### config.mk
export PLATFORM = sky130hd
export DESIGN_NAME = shifting
export DESIGN_NICKNAME = d
export VERILOG_FILES = /design/src/rtl/shifting.sv
export SDC_FILE = /design/constraint.sdc
export NUM_CORES = 1
export LEC_CHECK = 0
export BUFFER_PORTS_ARGS = -buffer_cell sky130_fd_sc_hd__buf_2
export CORE_ASPECT_RATIO = 0.6
export CORE_UTILIZATION = 61
export DETAILED_ROUTE_END_ITERATION = 16
export HOLD_SLACK_MARGIN = 0.02
export PLACE_DENSITY = 0.89
export SYNTH_ARGS = -nofsm -noshare
export SYNTH_HDL_FRONTEND = slang
export SYNTH_SLANG_ARGS = --single-unit
### constraint.sdc
create_clock -name clk -period 4.5 [get_ports clk]
set_clock_uncertainty 0.1 [all_clocks]
set_input_delay 0.225 -clock clk [delete_from_list [all_inputs] [get_ports clk]]
set_output_delay 0.225 -clock clk [all_outputs]
set_load 0.03 [all_outputs]
### src/rtl/shifting.sv
// 32-bit barrel shifter (SLL/SRL/SRA and variable forms) for the EX stage.
// A single right-shift core serves both directions: left shifts reverse the
// operand on the way in and the result on the way out. An optional output
// register with a valid flag supports pipelined use.
module shifting #(
    parameter int WIDTH = 32,
    parameter int SHW   = $clog2(WIDTH)
) (
    input  logic             clk,
    input  logic             rst,
    input  logic [WIDTH-1:0] Din,
    input  logic [SHW-1:0]   shamt,
    input  logic             left,
    input  logic             arith,
    input  logic             en,
    output logic [WIDTH-1:0] Dout,
    output logic [WIDTH-1:0] Dout_q,
    output logic             vld_q
);

    logic [WIDTH-1:0] w_core_in;
    logic [WIDTH-1:0] w_core_out;
    logic             w_fill;
    logic [WIDTH-1:0] w_stage [0:SHW];

    // Sign fill applies only to arithmetic right shifts; left shifts and
    // logical right shifts fill the vacated positions with zeros.
    assign w_fill = arith & ~left & Din[WIDTH-1];

    // Reverse the operand for left shifts so that the core only shifts right.
    always_comb begin
        w_core_in = Din;
        if (left) begin
            for (int i = 0; i < WIDTH; i++) begin
                w_core_in[i] = Din[WIDTH-1-i];
            end
        end
    end

    assign w_stage[0] = w_core_in;

    // One mux stage per shamt bit; stage k shifts right by 2^k when shamt[k] is set.
    for (genvar k = 0; k < SHW; k++) begin : g_stage
        localparam int SH = 1 << k;
        assign w_stage[k+1] = shamt[k]
            ? {{SH{w_fill}}, w_stage[k][WIDTH-1:SH]}
            : w_stage[k];
    end

    assign w_core_out = w_stage[SHW];

    // Undo the operand reversal for left shifts.
    always_comb begin
        Dout = w_core_out;
        if (left) begin
            for (int i = 0; i < WIDTH; i++) begin
                Dout[i] = w_core_out[WIDTH-1-i];
            end
        end
    end

    // Output register: capture the combinational result when en is set;
    // vld_q simply tracks en one cycle late.
    always_ff @(posedge clk or posedge rst) begin
        if (rst) begin
            Dout_q <= '0;
            vld_q  <= 1'b0;
        end else begin
            vld_q <= en;
            if (en) begin
                Dout_q <= Dout;
            end
        end
    end

endmodule

* Word-level counts from Yosys, hierarchy flattened
Index checks and enable logic that the tools add are counted.
** Word-level totals
- Flip-flop bits (word level) :: 33
- Input port bits :: 42
- Output and inout port bits :: 65
- Word-level logic and storage cells :: 12
** Cells by class
- Mux-type cells :: 7
- Bitwise logic cells :: 3
** Operators with widths (number)
- $mux 32 :: 7
- $and 1x1->1 :: 2
- $not 1->1 :: 1

* Longest topological paths before layout
Gate-level depths: netlist of the first run.
- Depth in word-level cells :: 9
- Depth in mapped cells :: 10

* Worst setup path after synthesis of the first run
OpenSTA, ideal clock, no wires.
- Kind :: input to output
- Start :: input port shamt[2]
- End :: output port Dout[10]
- Arrival :: 2.566 ns
- Required time :: 4.175 ns
- Setup slack :: 1.609 ns
- Stages on the path :: 9
- Buffers on the path :: 3
- Cell sequence :: buf_2 buf_2 buf_1 nand4b_1 o221ai_1 o22ai_1 a211oi_1 o22ai_1 o21ai_0
** Between the ends
- Longest elaborated chain between the ends :: 4
** RTL lines
- start, declared :: line 12 : input logic [SHW-1:0] shamt,
- $mux 32 (3 in series) :: line 46 : ? {{SH{w_fill}}, w_stage[k][WIDTH-1:SH]}
- $mux 32 :: line 55 : if (left) begin
- end, declared :: line 16 : output logic [WIDTH-1:0] Dout,
Every way passes these cells.

* Worst setup path in the final report of the first run
- Start :: input port shamt[0]
- End :: output port Dout[3]
** Between the ends
- Longest elaborated chain between the ends :: 6
** RTL lines (line)
- $mux 32 (5 in series) :: 46
- $mux 32 :: 55
Every way passes these cells.

==> metrics.csv, run 1 <==
stage,metric,value,unit
floorplan,row count,25,
critical_path,crit path cell chain,"buf_4, o21ba_2, o32ai_1, a2bb2oi_1, a221o_1, o21ai_0, a21oi_1, buf_2",
floorplan,top-level I/O count,107,
cts,CTS tree,done,
drt,Vias,5693,
global_routing,initial antenna violation count,0,
critical_path,worst path bufs/invs,2,
drt,Routed Antenna Nets,0,
global_routing,vias in the first global route,5034,
global_routing,largest net degree at the start of global routing,48,
critical_path,"Max FO, Critical Path",29,
yosys,Syn Area/Cell,8.92,um^2
floorplan,DIE HEIGHT,72.1,um
cts,clk buf depth,2,
sta,Tcrit/Tclk final,0.777,
sta,Tightest Pin Transition,0.977,ns
finish,area grow syn2layout,13.6,%
floorplan,core area,0.00791,mm^2
cts,"Clk Latency, worst-skew pair",0.28,ns
critical_path,Reg2Reg Setup Slack,3.47,ns
drt,drt pass-1 iters,9,
finish,"commonest non-fill, non-tap cell in the layout",buf_2,
yosys,Post-synth EDFFs,0,
place,number of port buffers,106,
sta,RSZ-0062 raised after global routing,false,
critical_path,worst reg2reg endpoint,Dout_q[25],
sta,final setup fails,0,
finish,"Core Util, Final",0.717,
finish,antenna cells,0,
place,DP HPWL,14.8,mm
drt,DRC viols,0,
critical_path,"Largest delay share family, worst path",compound AO/OA/AOI/OAI gates,
floorplan,Die W,119,um
status,status,"finished, final reports clean",
yosys,cells after synthesis,560,
drt,drt total wl,19.7,mm
min_path,Hold Path Cell Cnt,1,
global_routing,first-pass GRT wire length,30.0,mm
critical_path,Reg2Reg Depth,2,
cts,H-tree Lvls,2,
finish,share of cells above drive strength 1,0.325,
yosys,synthesized flop and latch total,33,
critical_path,Crit-path slowest cell,o32ai_1,
min_path,Hold Crit Endpoint,vld_q,
cts,# clock sinks,33,
min_path,hold path start,en,
finish,Fillers,621,
cts,clock-pin slew on the worst setup and hold paths,0.06,ns
flow_run,total of max-cap violations,0,
yosys,Synth cell types,63,
critical_path,data required time of the worst path,4.18,ns
yosys,Post-Syn Nets,602,
yosys,synth warn,0,
min_path,Hold WC Path Type,in2reg,
cts,CTS resizes,0,
drt,routed vias/inst,7.67,
sta,relative slew slack,0.347,
power_and_ir_drop,Pleak,0.00243,uW
cts,root buffer cell,clkbuf_16,
critical_path,Critical R2R Launch,Dout_q[25],
sta,final hold vios,0,
yosys,dominant synthesized flop cell,dfrtp_1,
yosys,Post-synth ARST share,1.00,
critical_path,WS Path Type,in2out,
critical_path,crit start category,primary input,
global_routing,total grt overflow,0,
sta,Hold Slack,0.279,ns
sta,setup_tns,0,ns
global_routing,All-Layer GR Usage,0.469,
power_and_ir_drop,"IR drop worst, VDD",0.199,mV
cts,CTS buffer count,5,
power_and_ir_drop,power density cells,280,mW/mm^2
finish,most frequent cells in the layout,"buf_2, nand2_1, nor2_1",
critical_path,CP Capture Type,primary output,
floorplan,initial core utilization,0.631,
sta,Tmin final,3.50,ns
drt,DR iter-0 viols,1014,
place,placer congestion estimate,1.09,
floorplan,Die ar.,0.00856,mm^2
finish,fin nets,675,
yosys,sequential area share after synthesis,0.165,
sta,Max Transition Viols Final,0,
drt,Avg WL per Cell,26.6,um
critical_path,CP arrival,3.17,ns
yosys,Mapped Area,0.00499,mm^2
sta,fmax,0.286,GHz
critical_path,"slowest stage delay, CP",0.79,ns
-- final cells by class --
| class | count | area [um^2] | share of cell area |
|---|---|---|---|
| Sequential cell | 33 | 826 | 0.146 |
| Multi-Input combinational cell | 465 | 3880 | 0.685 |
| Clock buffer | 5 | 125 | 0.0221 |
| Tap cell | 108 | 135 | 0.0238 |
| Clock inverter | 3 | 17.5 | 0.00309 |
| Inverter | 11 | 41.3 | 0.00728 |
| Timing Repair Buffer | 117 | 643 | 0.113 |
-- worst register-to-register path, cell delays in order, from the launching register on --
cell and delay (ns):
dfrtp_1 0.38, nor2b_1 0.13, a221o_1 0.29
-- power by group --
group	internal (uW)	total [uW]	switching, uW
logic	303	877	574
registers	339	363	24.3
clock network	203	346	143
total	845	1590	741
-- repair_timing --
| item | CTS | global route |
|---|---|---|
| endpoints found under the hold margin | 33 | 0 |
| setup buffers | 0 | 0 |
| hold buffers | 1 | 0 |
-- Yosys cell counts, types with 8 or more instances --
cell | number | area (um^2)
a21oi_1 | 22 | 110
a22oi_1 | 13 | 97.6
a31oi_1 | 8 | 50.1
clkbuf_1 | 31 | 116
dfrtp_1 | 33 | 826
inv_1 | 10 | 37.5
mux2_2 | 30 | 338
mux2i_1 | 44 | 440
mux4_2 | 45 | 1010
nand2_1 | 60 | 225
nand2b_1 | 9 | 56.3
nand3_1 | 11 | 55.1
nor2_1 | 57 | 214
nor3_1 | 11 | 55.1
o211ai_1 | 9 | 67.6
o21ai_0 | 21 | 105
o221ai_1 | 11 | 96.3
o22ai_1 | 10 | 62.6
-- worst max path at each step --
| stage | startpoint | to | depth (start not counted) |
|---|---|---|---|
| 2_1_floorplan | shamt[2] | Dout[10] | 9 |
| 3_3_place_gp | shamt[0] | Dout[25] | 8 |
| 3_5_place_dp | shamt[0] | Dout[25] | 8 |
| 4_1_cts | shamt[0] | Dout[25] | 8 |
| 5_1_grt | shamt[0] | Dout[6] | 8 |
| 6_report | shamt[0] | Dout[3] | 8 |
-- logic make-up after synthesis --
| logic type | count (synthesis) | share of synthesized area |
|---|---|---|
| compound gates | 166 | 0.243 |
| xor+xnor | 1 | 0.00175 |
| buf+inv | 62 | 0.0569 |
| flops | 33 | 0.165 |
| mux | 122 | 0.375 |
| simple gates | 176 | 0.158 |
-- flip-flops by register name, indices dropped and copies added, names as in the netlist --
name / cells
vld_q: 1
Dout_q: 32
-- metal layers --
metal,vias to the layer above,GRT usage,wire [um],part of all wire
li1,2363,-,-,-
met1,2694,0.687,7890,0.40
met4,0,0.103,489,0.025
met2,583,0.641,7830,0.40
met3,53,0.196,3500,0.18
met5,-,0,0,0
-- metrics by stage --
| step | total power [uW] | cell area [um^2] | setup WS [ns] | instances |
|---|---|---|---|---|
| 5_1_grt | 1640 | 5670 | 0.912 | 742 |
| 6_report | 1590 | 5670 | 1.00 | 742 |
| 3_3_place_gp | 1190 | 5520 | 1.16 | 733 |
| 3_5_place_dp | 1210 | 5520 | 1.09 | 733 |
| 2_1_floorplan | 953 | 4990 | 1.61 | 560 |
| 4_1_cts | 1550 | 5670 | 1.08 | 742 |
(Power assumes the default switching activity.)
==> inputs of run 2 (changes only) <==
--- a/config.mk
+++ b/config.mk
@@ -7,10 +7,10 @@
 export LEC_CHECK = 0
 export BUFFER_PORTS_ARGS = -buffer_cell sky130_fd_sc_hd__buf_2
 export CORE_ASPECT_RATIO = 0.6
-export CORE_UTILIZATION = 61
+export CORE_UTILIZATION = 57
 export DETAILED_ROUTE_END_ITERATION = 16
 export HOLD_SLACK_MARGIN = 0.02
-export PLACE_DENSITY = 0.89
+export PLACE_DENSITY = 0.84
 export SYNTH_ARGS = -nofsm -noshare
 export SYNTH_HDL_FRONTEND = slang
 export SYNTH_SLANG_ARGS = --single-unit
==> constraint.sdc (replaced) <==
create_clock -name clk -period 3.4 [get_ports clk]
set_clock_uncertainty 0.1 [all_clocks]
set_input_delay 0.17 -clock clk [delete_from_list [all_inputs] [get_ports clk]]
set_output_delay 0.17 -clock clk [all_outputs]
set_load 0.03 [all_outputs]
==> metrics.csv, run 2 (synthesis gave the netlist of run 1 again) <==
stage,metric,value,unit,change
global_routing,total grt overflow,0,,unchanged
critical_path,WS Path Type,in2out,,
floorplan,Die ar.,0.00915,mm^2,+6.9%
sta,Tightest Pin Transition,0.821,ns,-0.156 ns
critical_path,"Max FO, Critical Path",16,,-45%
place,DP Area,0.00564,mm^2,+2.1%
cts,# clock sinks,33,,unchanged
min_path,hold path start,en,,
critical_path,CP arrival,2.88,ns,-0.29 ns
cts,CTS tree,done,,
finish,biggest registers after layout,"Dout_q: 32 flops, vld_q: 1 flops",,
place,DP HPWL,14.8,mm,-0.23%
sta,setup_tns,0,ns,unchanged
global_routing,met1 usage,0.620,,-0.0671
critical_path,data required time of the worst path,3.13,ns,-1.05 ns
sta,RSZ-0062 raised after global routing,false,,
cts,clock-pin slew on the worst setup and hold paths,0.05,ns,about the same
sta,Tmin final,3.15,ns,
place,placer congestion estimate,1.05,,-3.1%
critical_path,crit start category,primary input,,
finish,most frequent cells in the layout,"buf_2, nand2_1, nor2_1",,
power_and_ir_drop,sequential fraction of design power,0.224,,-0.005
drt,Vias,5725,,+0.56%
cts,H-tree Lvls,2,,unchanged
sta,fmax,0.318,GHz,
cts,clk buf depth,2,,unchanged
power_and_ir_drop,cell internal pwr,1170,uW,+39%
global_routing,largest net degree at the start of global routing,36,,-25%
cts,root buffer cell,clkbuf_16,,
cts,CTS buffer count,5,,unchanged
sta,Max Transition Viols Final,0,,unchanged
floorplan,Die W,123,um,+3.4%
critical_path,Reg2Reg Depth,2,,unchanged
global_routing,first-pass GRT wire length,29.0,mm,-3.2%
drt,Avg WL per Cell,25.5,um,-4.0%
floorplan,core area,0.00849,mm^2,+7.3%
drt,Routed Antenna Nets,0,,unchanged
power_and_ir_drop,switching share of power,0.452,,-0.0151
min_path,Hold Crit Endpoint,vld_q,,
finish,Biggest register,Dout_q,,
sta,final hold vios,0,,unchanged
status,status,"finished, final reports clean",,
min_path,Hold Path Cell Cnt,2,,+1
global_routing,All-Layer GR Usage,0.434,,-0.0354
global_routing,initial antenna violation count,0,,unchanged
flow_run,total of max-cap violations,0,,unchanged
power_and_ir_drop,"IR drop worst, VDD",0.273,mV,+37%
critical_path,Crit-path slowest cell,mux4_1,,
power_and_ir_drop,Total Power,2140,uW,+35%
power_and_ir_drop,Logic pwr share,0.547,,-0.006
floorplan,DIE HEIGHT,74.5,um,+3.4%
global_routing,GRT met2 Usage,0.592,,-0.0489
global_routing,met3 usage,0.183,,-0.0132
drt,DR iter-0 viols,1087,,+7.2%
sta,relative slew slack,0.450,,+0.104
global_routing,vias in the first global route,5116,,+1.6%
drt,routed vias/inst,7.52,,-1.9%
global_routing,grt peak-use layer,met1,,
min_path,Hold WC Path Type,in2reg,,
critical_path,worst reg2reg endpoint,Dout_q[6],,
drt,drt total wl,19.4,mm,-1.5%
sta,final setup fails,0,,unchanged
drt,DRC viols,0,,unchanged
floorplan,top-level I/O count,107,,unchanged
finish,share of cells above drive strength 1,0.341,,+0.0156
power_and_ir_drop,P_sw,968,uW,+31%
finish,area grow syn2layout,16.2,%,
floorplan,initial core utilization,0.588,,-0.0429
critical_path,Critical R2R Launch,Dout_q[6],,
critical_path,"slowest stage delay, CP",0.73,ns,-0.06 ns
cts,postcts setup bufs,0,,unchanged
power_and_ir_drop,Clk pwr share,0.229,,+0.011
finish,max FFs per register,32,,unchanged
critical_path,Reg2Reg Setup Slack,2.37,ns,-1.10 ns
drt,drt pass-1 iters,6,,-3
finish,fin nets,690,,+2.2%
finish,"Core Util, Final",0.684,,-0.0331
place,number of port buffers,106,,unchanged
power_and_ir_drop,Pleak,0.00251,uW,+3.4%
sta,Tcrit/Tclk final,0.926,,
power_and_ir_drop,power density cells,369,mW/mm^2,+32%
finish,antenna cells,0,,unchanged
finish,Finished Cell Area,0.00580,mm^2,+2.3%
critical_path,CP Capture Type,primary output,,
finish,Fillers,661,,+6.4%
finish,"commonest non-fill, non-tap cell in the layout",buf_2,,
cts,"Clk Latency, worst-skew pair",0.28,ns,about the same
floorplan,row count,26,,+4.0%
critical_path,crit path cell chain,"buf_4, mux4_1, mux4_2, and2_0, a311o_1, and2_1, mux2_2, buf_2",,
==> run 2: through the flow <==
stage	hold slack [ns]	instances	setup WS (ns)
global route	0.228	761	0.157
floorplan	0.101	560	0.592
finish	0.225	761	0.252
CTS	0.216	761	0.312
global placement	0.200	752	0.416
detailed placement	0.231	752	0.320
==> run 2: worst max-delay path, delay by kind of cell <==
kind	cells	cell delay, ns
buffers and inverters	2	0.42
muxes	3	1.55
AOI/OAI and AO/OA	1	0.36
and+or+nand+nor	2	0.38
==> run 2: cell type report <==
cell class	count	area (um^2)	area share
Inverter	11	41.3	0.00711
Tap cell	112	140	0.0241
Multi-Input combinational cell	465	3880	0.669
Timing Repair Buffer	132	756	0.130
Sequential cell	33	826	0.142
Clock inverter	1	5.00	0.000862
Clock buffer	7	153	0.0263
==> run 2: layer usage <==
layer  vias to the layer above  routed length [um]
met4                         0                 555
met1                      2674                7690
li1                       2403                   -
met5                         -                   0
met2                       577                7680
met3                        71                3480
==> run 2: how the worst max path moves through the flow <==
stage | from | to | slack, ns | cells after the start
2_1_floorplan | shamt[2] | Dout_q[7] | 0.59 | 9
3_3_place_gp | shamt[0] | Dout[23] | 0.42 | 8
3_5_place_dp | shamt[0] | Dout[8] | 0.32 | 8
4_1_cts | shamt[0] | Dout[8] | 0.31 | 8
5_1_grt | left | Dout[27] | 0.16 | 9
6_report | shamt[0] | Dout[8] | 0.25 | 8
==> run 2: power by group through the flow <==
stage	clock network, uW	logic [uW]	registers [uW]
CTS	490	1130	478
finish	490	1170	479
global placement	0	1110	480
detailed placement	0	1130	484
global route	512	1220	486
floorplan	0	666	595
==> run 2: what timing repair did <==
item / in CTS / in global routing
resized for setup: 0 / 0
endpoints found under the setup margin: 0 / 0
hold buffers: 1 / 0
endpoints found under the hold margin: 18 / 0
==> inputs of run 3 (changes only) <==
--- a/config.mk
+++ b/config.mk
@@ -5,12 +5,13 @@
 export SDC_FILE = /design/constraint.sdc
 export NUM_CORES = 1
 export LEC_CHECK = 0
+export ABC_AREA = 1
 export BUFFER_PORTS_ARGS = -buffer_cell sky130_fd_sc_hd__buf_2
 export CORE_ASPECT_RATIO = 0.6
-export CORE_UTILIZATION = 57
+export CORE_UTILIZATION = 54
 export DETAILED_ROUTE_END_ITERATION = 16
 export HOLD_SLACK_MARGIN = 0.02
-export PLACE_DENSITY = 0.84
+export PLACE_DENSITY = 0.83
 export SYNTH_ARGS = -nofsm -noshare
 export SYNTH_HDL_FRONTEND = slang
 export SYNTH_SLANG_ARGS = --single-unit
==> metrics.csv, run 3 <==
stage,metric,value,unit,change
status,status,"finished, final reports clean",,
place,DP HPWL,9.79,mm,-34%
global_routing,vias in the first global route,4340,,-15%
global_routing,first-pass GRT wire length,20.5,mm,-29%
floorplan,Die ar.,0.00767,mm^2,-16%
min_path,Hold Crit Endpoint,vld_q,,
critical_path,worst reg2reg endpoint,Dout_q[28],,
floorplan,DIE HEIGHT,68.2,um,-8.4%
yosys,Syn Area/Cell,5.68,um^2,-36%
sta,final hold vios,0,,unchanged
finish,fin nets,803,,+16%
finish,"commonest non-fill, non-tap cell in the layout",nand3_1,,
critical_path,Critical R2R Launch,Dout_q[28],,
finish,antenna cells,0,,unchanged
critical_path,WS Path Type,in2out,,
cts,# clock sinks,33,,unchanged
drt,drt total wl,13.0,mm,-33%
cts,"Clk Latency, worst-skew pair",0.29,ns,about the same
floorplan,initial core utilization,0.574,,-0.0142
min_path,hold path start,en,,
drt,DRC viols,0,,unchanged
yosys,synthesized flop and latch total,33,,unchanged
yosys,most common cell in the netlist,nand3_1,,
cts,H-tree Lvls,2,,unchanged
min_path,Hold Path Cell Cnt,1,,-1
cts,CTS resizes,0,,unchanged
finish,Biggest register,Dout_q,,
critical_path,crit start category,primary input,,
yosys,Mapped Area,0.00395,mm^2,-21%
drt,drt pass-1 iters,7,,+1
power_and_ir_drop,"IR drop worst, VDD",0.256,mV,-6.1%
sta,final setup fails,0,,unchanged
drt,routed vias/inst,6.13,,-18%
yosys,Post-Syn Nets,737,,+22%
place,placer congestion estimate,0.976,,-7.4%
yosys,leading area contributor after synthesis,nand3_1,,
sta,setup_tns,0,ns,unchanged
sta,fmax,0.355,GHz,+12%
yosys,Synth area leaders,"nand3_1, nand2_1, dfrtp_1",,
finish,biggest registers after layout,"Dout_q: 32 flops, vld_q: 1 flops",,
cts,clk buf depth,2,,unchanged
power_and_ir_drop,Pleak,0.00248,uW,-1.2%
yosys,Yosys top cell area share,0.406,,+0.203
critical_path,data required time of the worst path,3.13,ns,about the same
critical_path,"Max FO, Critical Path",42,,+26
power_and_ir_drop,power density cells,394,mW/mm^2,+6.9%
place,number of port buffers,106,,unchanged
global_routing,largest net degree at the start of global routing,65,,+81%
floorplan,Die W,112,um,-8.5%
sta,Tmin final,2.82,ns,-0.331 ns
yosys,sequential area share after synthesis,0.209,,+0.0438
critical_path,Reg2Reg Setup Slack,2.64,ns,+0.27 ns
finish,area of the multi-input gates,0.00277,mm^2,-29%
critical_path,Reg2Reg Depth,2,,unchanged
sta,Max Transition Viols Final,0,,unchanged
sta,relative slew slack,0.314,,-0.137
floorplan,top-level I/O count,107,,unchanged
yosys,cells after synthesis,695,,+24%
yosys,Post-synth ARST share,1.00,,unchanged
finish,sequential cell area,826,um^2,unchanged
global_routing,All-Layer GR Usage,0.339,,-0.0946
drt,Avg WL per Cell,15.3,um,-40%
yosys,dominant synthesized flop cell,dfrtp_1,,
place,DP Area,0.00432,mm^2,-23%
finish,Finished Cell Area,0.00447,mm^2,-23%
sta,RSZ-0062 raised after global routing,false,,
critical_path,CP Capture Type,primary output,,
sta,Tcrit/Tclk final,0.829,,-0.0972
finish,most frequent cells in the layout,"nand3_1, nand2_1, buf_2",,
yosys,Synth cell types,14,,-78%
yosys,most common library cells after synthesis,"nand3_1, nand2_1, buf_2",,
min_path,Hold WC Path Type,in2reg,,
sta,Tightest Pin Transition,1.03,ns,+0.205 ns
cts,CTS tree,done,,
drt,DR iter-0 viols,707,,-35%
finish,max FFs per register,32,,unchanged
drt,Vias,5207,,-9.0%
cts,root buffer cell,clkbuf_16,,
cts,CTS buffer count,5,,unchanged
critical_path,CP arrival,2.55,ns,-0.33 ns
drt,Routed Antenna Nets,0,,unchanged
finish,area grow syn2layout,13.3,%,
finish,"Core Util, Final",0.650,,-0.0334
floorplan,core area,0.00688,mm^2,-19%
flow_run,total of max-cap violations,0,,unchanged
yosys,Post-synth EDFFs,0,,unchanged
global_routing,initial antenna violation count,0,,unchanged
global_routing,total grt overflow,0,,unchanged
finish,Fillers,663,,+0.30%
finish,share of cells above drive strength 1,0.176,,-0.165
floorplan,row count,23,,-12%
yosys,synth warn,0,,unchanged
cts,clock-pin slew on the worst setup and hold paths,0.05,ns,about the same
run 3: cell count changes after synthesis, sizes merged, moves of 21 or more:
cell and change:
mux2 -30, nand3 +314, and2 +23, mux4 -48, clkbuf -22, mux2i -44
a21oi -22, nor2 -57, o21ai -21, nand2 +181, buf +26
run 3: cells by family (layout without fill, tap and decap cells):
kind of cell | count (synthesis) | count (layout) | share of synthesized area
AND/OR/NAND/NOR | 598 | 598 | 0.702
buffers and inverters | 64 | 131 | 0.0887
flip-flops | 33 | 33 | 0.209
run 3: power breakdown:
part	switching (uW)	leakage (uW)	internal, uW
clock network	176	0.0000706	269
logic	600	0.00201	247
registers	28.5	0.000408	443
total	804	0.00248	959
run 3: area by class of cell:
type | count | share of cell area
clock buffers | 6 | 0.0288
multi-input cells | 598 | 0.620
clock inverters | 2 | 0.00224
repair buffers | 114 | 0.133
inverters | 9 | 0.00755
flip-flops and latches | 33 | 0.185
well taps | 87 | 0.0243
run 3: worst max path at each step:
stage	from	to	cells past startpoint
after global placement	left	Dout[29]	8
after CTS	left	Dout[23]	8
after detailed placement	left	Dout[15]	8
final	left	Dout[23]	8
after global routing	left	Dout[23]	8
after floorplan	shamt[0]	Dout[28]	12
run 3: timing repair:
action / CTS / global route
setup buffers: 0 / 0
endpoints found under the hold margin: 22 / 0
hold buffers: 1 / 0
run 3: metrics by stage:
stage	total power [uW]	setup WS (ns)	hold WS, ns	std cells
after floorplan	1100	1.77	0.101	695
after global placement	1290	0.791	0.289	840
after detailed placement	1300	0.663	0.302	840
after CTS	1740	0.641	0.216	849
after global routing	1860	0.412	0.234	849
final	1760	0.582	0.233	849
run 3: layer usage:
| metal | track usage | up-vias | share of wire |
|---|---|---|---|
| li1 | - | 2489 | - |
| met1 | 0.490 | 2361 | 0.45 |
| met2 | 0.502 | 329 | 0.41 |
| met3 | 0.0788 | 28 | 0.12 |
| met4 | 0.100 | 0 | 0.018 |
| met5 | 0 | - | 0 |
run 3: critical path, cell delays in order:
cell	delay (ns)
buf_2	0.11
inv_2	0.53
nand3_1	0.19
inv_1	0.16
nand2_1	0.59
nand3_1	0.38
and2_1	0.19
buf_2	0.20
